$ cat config.mk
export PLATFORM = sky130hd
export DESIGN_NAME = rgb_frame_reader
export DESIGN_NICKNAME = d
export VERILOG_FILES = /design/src/rtl/rgb_frame_reader.sv
export SDC_FILE = /design/constraint.sdc
export NUM_CORES = 1
export LEC_CHECK = 0
export BUFFER_PORTS_ARGS = -buffer_cell sky130_fd_sc_hd__buf_2
export CAP_MARGIN = 20
export CORE_ASPECT_RATIO = 0.7
export CORE_MARGIN = 5
export CORE_UTILIZATION = 45
export DETAILED_ROUTE_END_ITERATION = 8
export GPL_ROUTABILITY_DRIVEN = 0
export GPL_TIMING_DRIVEN = 0
export PLACE_DENSITY = 0.65
export RECOVER_POWER = 100
export REMOVE_ABC_BUFFERS = 1
export SLEW_MARGIN = 20
export SYNTH_ARGS = -nofsm -noshare
export SYNTH_HDL_FRONTEND = slang
export SYNTH_SLANG_ARGS = --single-unit
$ cat constraint.sdc
create_clock -name clock -period 8.9 [get_ports clock]
set_clock_uncertainty 0.05 [all_clocks]
set_input_delay 1.78 -clock clock [delete_from_list [all_inputs] [get_ports clock]]
set_output_delay 1.78 -clock clock [all_outputs]
set_load 0.01 [all_outputs]
$ cat src/rtl/rgb_frame_reader.sv
// Streams one RGB frame from a synchronous pixel memory into the write side of
// the Sobel RGB input FIFO, absorbing the memory's 1-cycle read latency.
module rgb_frame_reader #(
    parameter int IMG_WIDTH  = 720,
    parameter int IMG_HEIGHT = 540,
    parameter int RGB_DWIDTH = 24,
    parameter int ADDR_WIDTH = 19,
    parameter int BASE_ADDR  = 0
) (
    input  logic                  clock,
    input  logic                  reset,
    input  logic                  start,
    output logic                  busy,
    output logic                  done,
    output logic                  mem_rd_en,
    output logic [ADDR_WIDTH-1:0] mem_addr,
    input  logic [RGB_DWIDTH-1:0] mem_dout,
    output logic                  fifo_wr_en,
    output logic [RGB_DWIDTH-1:0] fifo_din,
    input  logic                  fifo_full
);

    localparam int TOTAL = IMG_WIDTH * IMG_HEIGHT;
    localparam int CNT_W = $clog2(TOTAL + 1);
    localparam logic [CNT_W-1:0] TOTAL_C  = CNT_W'(TOTAL);
    localparam logic [CNT_W-1:0] LAST_IDX = CNT_W'(TOTAL - 1);

    typedef enum logic [1:0] {
        S_IDLE,
        S_READ,
        S_DRAIN,
        S_DONE
    } state_t;

    state_t                state, state_next;
    logic [CNT_W-1:0]      idx;
    logic                  inflight;
    logic [1:0]            occ;
    logic                  rd_ptr, wr_ptr;
    logic [RGB_DWIDTH-1:0] hold_buf [2];
    logic [2:0]            credits;

    // A read may only be issued if its data will find a free slot when it
    // lands: entries held plus the one in flight, minus what leaves this cycle.
    assign credits = 3'(occ) + 3'(inflight) - 3'(fifo_wr_en);

    assign mem_addr = ADDR_WIDTH'(BASE_ADDR) + ADDR_WIDTH'(idx);
    assign fifo_din = hold_buf[rd_ptr];

    always_comb begin
        // NOTE: every output of this block gets a default first, so no path
        // through the case leaves one unassigned and infers a latch.
        state_next = state;
        busy       = 1'b0;
        done       = 1'b0;
        mem_rd_en  = 1'b0;
        fifo_wr_en = (occ != 2'd0) && !fifo_full;

        unique case (state)
            S_IDLE: begin
                if (start) state_next = S_READ;
            end
            S_READ: begin
                busy      = 1'b1;
                mem_rd_en = (idx < TOTAL_C) && (credits < 3'd2);
                if (mem_rd_en && (idx == LAST_IDX)) state_next = S_DRAIN;
            end
            S_DRAIN: begin
                busy = 1'b1;
                // Leave as soon as the buffer empties this cycle, so done lands
                // one cycle after the final FIFO write.
                if (!inflight && ((occ == 2'd0) || ((occ == 2'd1) && fifo_wr_en)))
                    state_next = S_DONE;
            end
            S_DONE: begin
                done       = 1'b1;
                state_next = S_IDLE;
            end
            default: state_next = S_IDLE;
        endcase
    end

    // NOTE: sequential state uses non-blocking assignments so every register
    // samples the pre-edge values regardless of statement order.
    always_ff @(posedge clock or negedge reset) begin
        if (!reset) begin
            state    <= S_IDLE;
            idx      <= '0;
            inflight <= 1'b0;
        end else begin
            state    <= state_next;
            inflight <= mem_rd_en;
            if ((state == S_IDLE) && start)
                idx <= '0;
            else if (mem_rd_en)
                idx <= idx + CNT_W'(1);
        end
    end

    // NOTE: the two holding entries are reset as well, because the head entry
    // drives fifo_din directly and must read as zero out of reset.
    always_ff @(posedge clock or negedge reset) begin
        if (!reset) begin
            hold_buf[0] <= '0;
            hold_buf[1] <= '0;
            wr_ptr      <= 1'b0;
            rd_ptr      <= 1'b0;
            occ         <= 2'd0;
        end else begin
            if (inflight) begin
                hold_buf[wr_ptr] <= mem_dout;
                wr_ptr           <= ~wr_ptr;
            end
            if (fifo_wr_en)
                rd_ptr <= ~rd_ptr;
            occ <= occ + 2'(inflight) - 2'(fifo_wr_en);
        end
    end

endmodule

==> impl_results.md, run 1 <==
* Status: finished with violations
* Failing checks: max-capacitance violations, max-slew violations
* Final Hold Viols at 0
* Hold slack at 0.447 ns
* Syn Inst Count at 284
* Seq cells post-synth at 74
* Final std cells w/o fill at 461
* Die Height at 85.2 um
* Slowest CP cell: a21oi_1
* Reg area at 1850 sq um
* Crit path cell chain: clkbuf_1, a21oi_1, ha_1, inv_1, ha_1, fa_1, a21oi_1, nand3_1, a21oi_1, clkbuf_1
* Synthesis-to-layout area growth at 16.0%
* Post-route ant nets at 0
* Post-synth top flop: dfrtp_1
* Yosys cell types at 41
* Met2 Usage GRT at 24.6%
* Least-Margin Pin Slew at 2.81 ns
* GRT Overall Usage at 15.5%
* Layout net count at 395
* Post-CTS Hold Fix Bufs at 0
* Initial core utilization at 46.1%
* Post-CTS sizing at 0
* Leakage at 1.80 nW
* Worst path bufs/invs at 3
* DR pass1 iterations at 4
* Largest net degree at the start of global routing at 54
* Number of flops mapped to enable cells by yosys at 0
* CP most frequent cell: a21oi_1
* Startpoint types: primary input
* Worst Path Class, Setup: primary input to output port
* Yosys top cell by area: dfrtp_1
* Cts bufs inserted at 9
* Routed WL at 7330 um
* Multi-input logic area at 1610 sq um
* Row count at 27
* Ratio of cells with drive above 1 in the final layout at 31.4%
* Setup bufs post-CTS at 0
* Worst setup EP type: output port
* Ranking of synthesized cells by area: dfrtp_1, mux2_2, xnor2_1
* Initial DRC Count at 106
* CTS tree: built
* Worst path required time at 7.07 ns
* Die width at 117 um
* Via density at 5.20
* Core area at 7870 sq um
* Crit path time final at 6.17 ns
* Initial antenna violation count at 0
* Ant. Diodes at 0
* Post-Place Cells at 448
* Final core occ at 53.5%
* Power per standard cell area at 341 nW/um^2
* Fmax at 162 MHz
* Min-delay worst type: flop to flop
* Grt peak-use layer: met2
* RSZ-0062 raised after global routing: no
* Most frequent cells after synthesis: dfrtp_1, mux2_2, nor2_1, nand2_1, xnor2_1
* Seq/Total Area, Yosys at 51.0%
* CTS clk-pin slew, worst paths at 0.05 ns
* Setup slack, reg-to-reg at 5.27 ns
* DR vias at 2396
* Number of global-route vias before repair at 2493
* GRT overflow at 0
* Final worst slack at 2.73 ns
* First-pass GRT wire length at 12400 um
* Dpl hpwl at 5280 um
* Met3 global-route usage at 5.33%
* Crit path max fanout at 11
* Crit path DAT at 4.34 ns
* Clock sinks at 74
* Clock latency on the worst-skew pair at 0.33 ns
* Pins over their slew limit at 54
* Grt met1 use at 20.1%
* Relative slew slack at -87.7%
* Die area at 10000 sq um
* Final setup violation count at 0
* Crit-path leading delay family: compound AO/OA/AOI/OAI gates
* Fin crit share at 69.4%
* Max_cap viols at 1
* I/O Pins at 75
* Most common cell in the netlist: dfrtp_1
* Avg Inst Size Synth at 12.8 sq um
* Htree depth at 3
* Fillcell total at 712
* Max stage delay on crit path at 0.49 ns
* Routed len/inst at 15.9 um
* Root Driver: clkbuf_16
* Ys Warns at 0
* Post-place setup slack at 2.46 ns
* Max clock buf depth at 2
* Residual DRC at 0
* Async SR Flop Fraction at 100%
* Post-synth top area share at 51.0%
* VDD IR max at 0.181 mV
* Final TNS setup at 0 ns
* Mapped cell area at 3630 sq um
* IO Port Bufs at 74
-- final timing paths --
check | start | endpoint | cells past startpoint
worst max-delay path | fifo_full | mem_rd_en | 10
worst min-delay path | hold_buf[7]$_DFFE_PN0P_ | hold_buf[7]$_DFFE_PN0P_ | 1
worst max register to register | occ[1]$_DFF_PN0_ | idx[16]$_DFFE_PN0P_ | 11
worst min register to register | hold_buf[7]$_DFFE_PN0P_ | hold_buf[7]$_DFFE_PN0P_ | 1
max in group asynchronous | reset | idx[14]$_DFFE_PN0P_ | 2
min in group asynchronous | reset | state[0]$_DFFE_PN0P_ | 1
-- cells by family (layout without fill, tap and decap cells) --
group / after synthesis / in the layout / synth area share (%)
AO/OA/AOI/OAI: 30 / 30 / 7.99
XOR/XNOR: 16 / 16 / 3.86
adder cells (fa/ha/maj): 9 / 9 / 3.31
buffers and inverters: 23 / 99 / 2.93
flip-flops: 74 / 74 / 51.0
multiplexers: 73 / 73 / 22.7
AND/OR/NAND/NOR: 59 / 59 / 8.20
-- where the power goes --
part	total, W	internal [W]	switching, W
Combinational	0.000538	0.000284	0.000254
Sequential	0.000574	0.000475	0.0000983
Clock	0.000323	0.000199	0.000124
Total	0.00143	0.000959	0.000476
-- cells in the final DEF (no fill, tap or decap), drive strengths merged --
| cell type | instances |
|---|---|
| clkbuf | 69 |
| or3 | 2 |
| a21oi | 8 |
| a211oi | 6 |
| and2 | 3 |
| nor3 | 1 |
| a211o | 1 |
| mux2 | 73 |
| inv | 9 |
| dfrtp | 74 |
| nand4 | 7 |
| and3 | 4 |
| nor2b | 1 |
| a21o | 3 |
| a31o | 2 |
| nand2b | 1 |
| buf | 21 |
| nor2 | 20 |
| o41ai | 1 |
| ha | 8 |
| a31oi | 1 |
| nand2 | 13 |
| xnor2 | 13 |
| and4 | 1 |
| nand3 | 6 |
| xor2 | 3 |
| fa | 1 |
| a41o | 1 |
| a2111oi | 5 |
| a32oi | 1 |
| o21ai | 1 |
-- layer usage --
metal	up-vias	wire length [um]
met5	-	0
met4	0	77
met3	8	333
met2	50	3430
met1	1178	3490
li1	1160	-
-- state kept, by name, summed over array words and instances, names as in the netlist --
name      cells
state         2
wr_ptr        1
inflight      1
hold_buf     48
idx          19
rd_ptr        1
occ           2
-- area by class of cell --
class                   instances  share of cell area (%)
flip-flops and latches         74                    44.0
clock buffers                  13                    6.18
repair buffers                 77                    7.87
multi-input cells             187                    38.2
inverters                       9                   0.802
well taps                     101                    3.00
-- metrics by stage --
stage / cell area [sq um] / total power [W]
after floorplan: 3560 / 0.000959
after global placement: 4060 / 0.00114
after detailed placement: 4130 / 0.00117
after CTS: 4390 / 0.00150
after global routing: 4210 / 0.00154
final: 4210 / 0.00143
(Power assumes the default switching activity.)
==> inputs of run 2 (changes only) <==
PLACE_DENSITY = 0.67   (was 0.65)
clock period = 5.5 ns   (was 8.9 ns; I/O delays follow)
==> impl_results.md, run 2 (synthesis gave the netlist of run 1 again) <==
* Status: finished with violations
* Failing checks: max-capacitance violations, max-slew violations
* Post-CTS sizing at 0
* Clock latency on the worst-skew pair at 0.32 ns
* Hold Path Depth at 1
* Largest net degree at the start of global routing at 55
* Min-delay worst type: flop to flop
* DR vias at 2443
* Crit path DAT at 3.72 ns
* Worst Setup EP: mem_rd_en
* Via density at 5.29
* CTS tree: built
* Row count at 27
* Worst path bufs/invs at 3
* Fillcell total at 717
* Clock sinks at 74
* Worst Path Class, Setup: primary input to output port
* I/O Pins at 75
* Initial DRC Count at 81
* IO Port Bufs at 74
* Die area at 10000 sq um
* RSZ-0062 raised after global routing: no
* Startpoint types: primary input
* RR Startpoint: occ[1]$_DFF_PN0_
* Biggest register: hold_buf
* Crit path cell chain: clkbuf_1, a21oi_1, ha_1, inv_1, ha_1, fa_1, a21oi_1, nand3_1, a21oi_1, clkbuf_1
* Max_cap viols at 1
* Ant. Diodes at 0
* Number of cells on the worst reg-to-reg path at 11
* Ratio of cells with drive above 1 in the final layout at 34.1%
* Synthesis-to-layout area growth at 17.1%
* Slowest CP cell: a21oi_1
* Worst path required time at 4.35 ns
* DR pass1 iterations at 4
* GRT Overall Usage at 15.7%
* Core area at 7870 sq um
* Crit path time final at 4.87 ns
* Max stage delay on crit path at 0.48 ns
* Final core occ at 54.0%
* Crit path max fanout at 11
* Dpl hpwl at 5280 um
* Die Height at 85.2 um
* Max clock buf depth at 2
* Initial core utilization at 46.1%
* Max reg flops at 48
* Number of global-route vias before repair at 2546
* Die width at 117 um
* Setup bufs post-CTS at 0
* RR Endpoint: idx[16]$_DFFE_PN0P_
* Root Driver: clkbuf_16
* Worst setup EP type: output port
* GRT overflow at 0
* Setup slack, reg-to-reg at 1.77 ns
* Biggest regs: hold_buf x48, idx x19
* VDD IR max at 0.321 mV
* Commonest non-fill, non-tap cells in the layout: dfrtp_1, mux2_2, clkbuf_1
* Relative slew slack at -52.1%
* Crit-path leading delay family: compound AO/OA/AOI/OAI gates
* CP most frequent cell: a21oi_1
* Final Hold Viols at 0
* Residual DRC at 0
* Layout net count at 394
* Fin crit share at 88.5%
* Post-route ant nets at 0
* Pins over their slew limit at 25
* Cts bufs inserted at 9
* Post-CTS Hold Fix Bufs at 0
* Final setup violation count at 0
* Htree depth at 3
* Routed WL at 7370 um
* Worst path depth at 10
* Crit path from: fifo_full
* Leakage at 1.83 nW
* Least-Margin Pin Slew at 2.28 ns
* Initial antenna violation count at 0
* CTS clk-pin slew, worst paths at 0.06 ns
* First-pass GRT wire length at 12800 um
* Final TNS setup at 0 ns
* Routed len/inst at 15.9 um
* Pwr Total at 0.00237 W
* Fmax at 206 MHz
* Power per standard cell area at 556 nW/um^2
* Most common cell after layout, fill and taps aside: dfrtp_1
run 2: cell type report:
type	count	area, sq um	area share, %
Inverter	9	33.8	0.794
Timing Repair Buffer	76	345	8.12
Sequential cell	74	1850	43.5
Tap cell	101	126	2.97
Clock buffer	10	239	5.62
Clock inverter	5	55.1	1.29
Multi-Input combinational cell	187	1600	37.7
run 2: report_power, final:
part | switching, W | internal, W | leakage (nW) | total (W)
Clock | 0.000211 | 0.000359 | 0.140 | 0.000570
Sequential | 0.000156 | 0.000769 | 0.893 | 0.000925
Combinational | 0.000412 | 0.000459 | 0.800 | 0.000871
Total | 0.000780 | 0.00159 | 1.83 | 0.00237
run 2: worst min path at each step:
| stage | start | to |
|---|---|---|
| floorplan | wr_ptr$_DFFE_PN0P_ | wr_ptr$_DFFE_PN0P_ |
| global placement | wr_ptr$_DFFE_PN0P_ | wr_ptr$_DFFE_PN0P_ |
| detailed placement | hold_buf[0]$_DFFE_PN0P_ | hold_buf[0]$_DFFE_PN0P_ |
| CTS | hold_buf[1]$_DFFE_PN0P_ | hold_buf[1]$_DFFE_PN0P_ |
| global route | hold_buf[33]$_DFFE_PN0P_ | hold_buf[33]$_DFFE_PN0P_ |
| finish | wr_ptr$_DFFE_PN0P_ | wr_ptr$_DFFE_PN0P_ |
run 2: per-layer routing:
layer | GRT usage [%] | vias to the layer above | wire length, um
li1 | - | 1155 | -
met5 | 0 | - | 0
met3 | 4.00 | 6 | 295
met2 | 24.4 | 52 | 3470
met1 | 21.7 | 1230 | 3520
met4 | 4.74 | 0 | 78
run 2: through the flow:
step	setup slack, ns	instances	hold WS (ns)	cell area (sq um)
2_1_floorplan	0.925	270	0.411	3560
3_3_place_gp	0.440	445	0.424	4060
3_5_place_dp	0.387	447	0.442	4110
4_1_cts	0.338	462	0.453	4400
5_1_grt	0.416	462	0.459	4250
6_report	0.635	462	0.439	4250
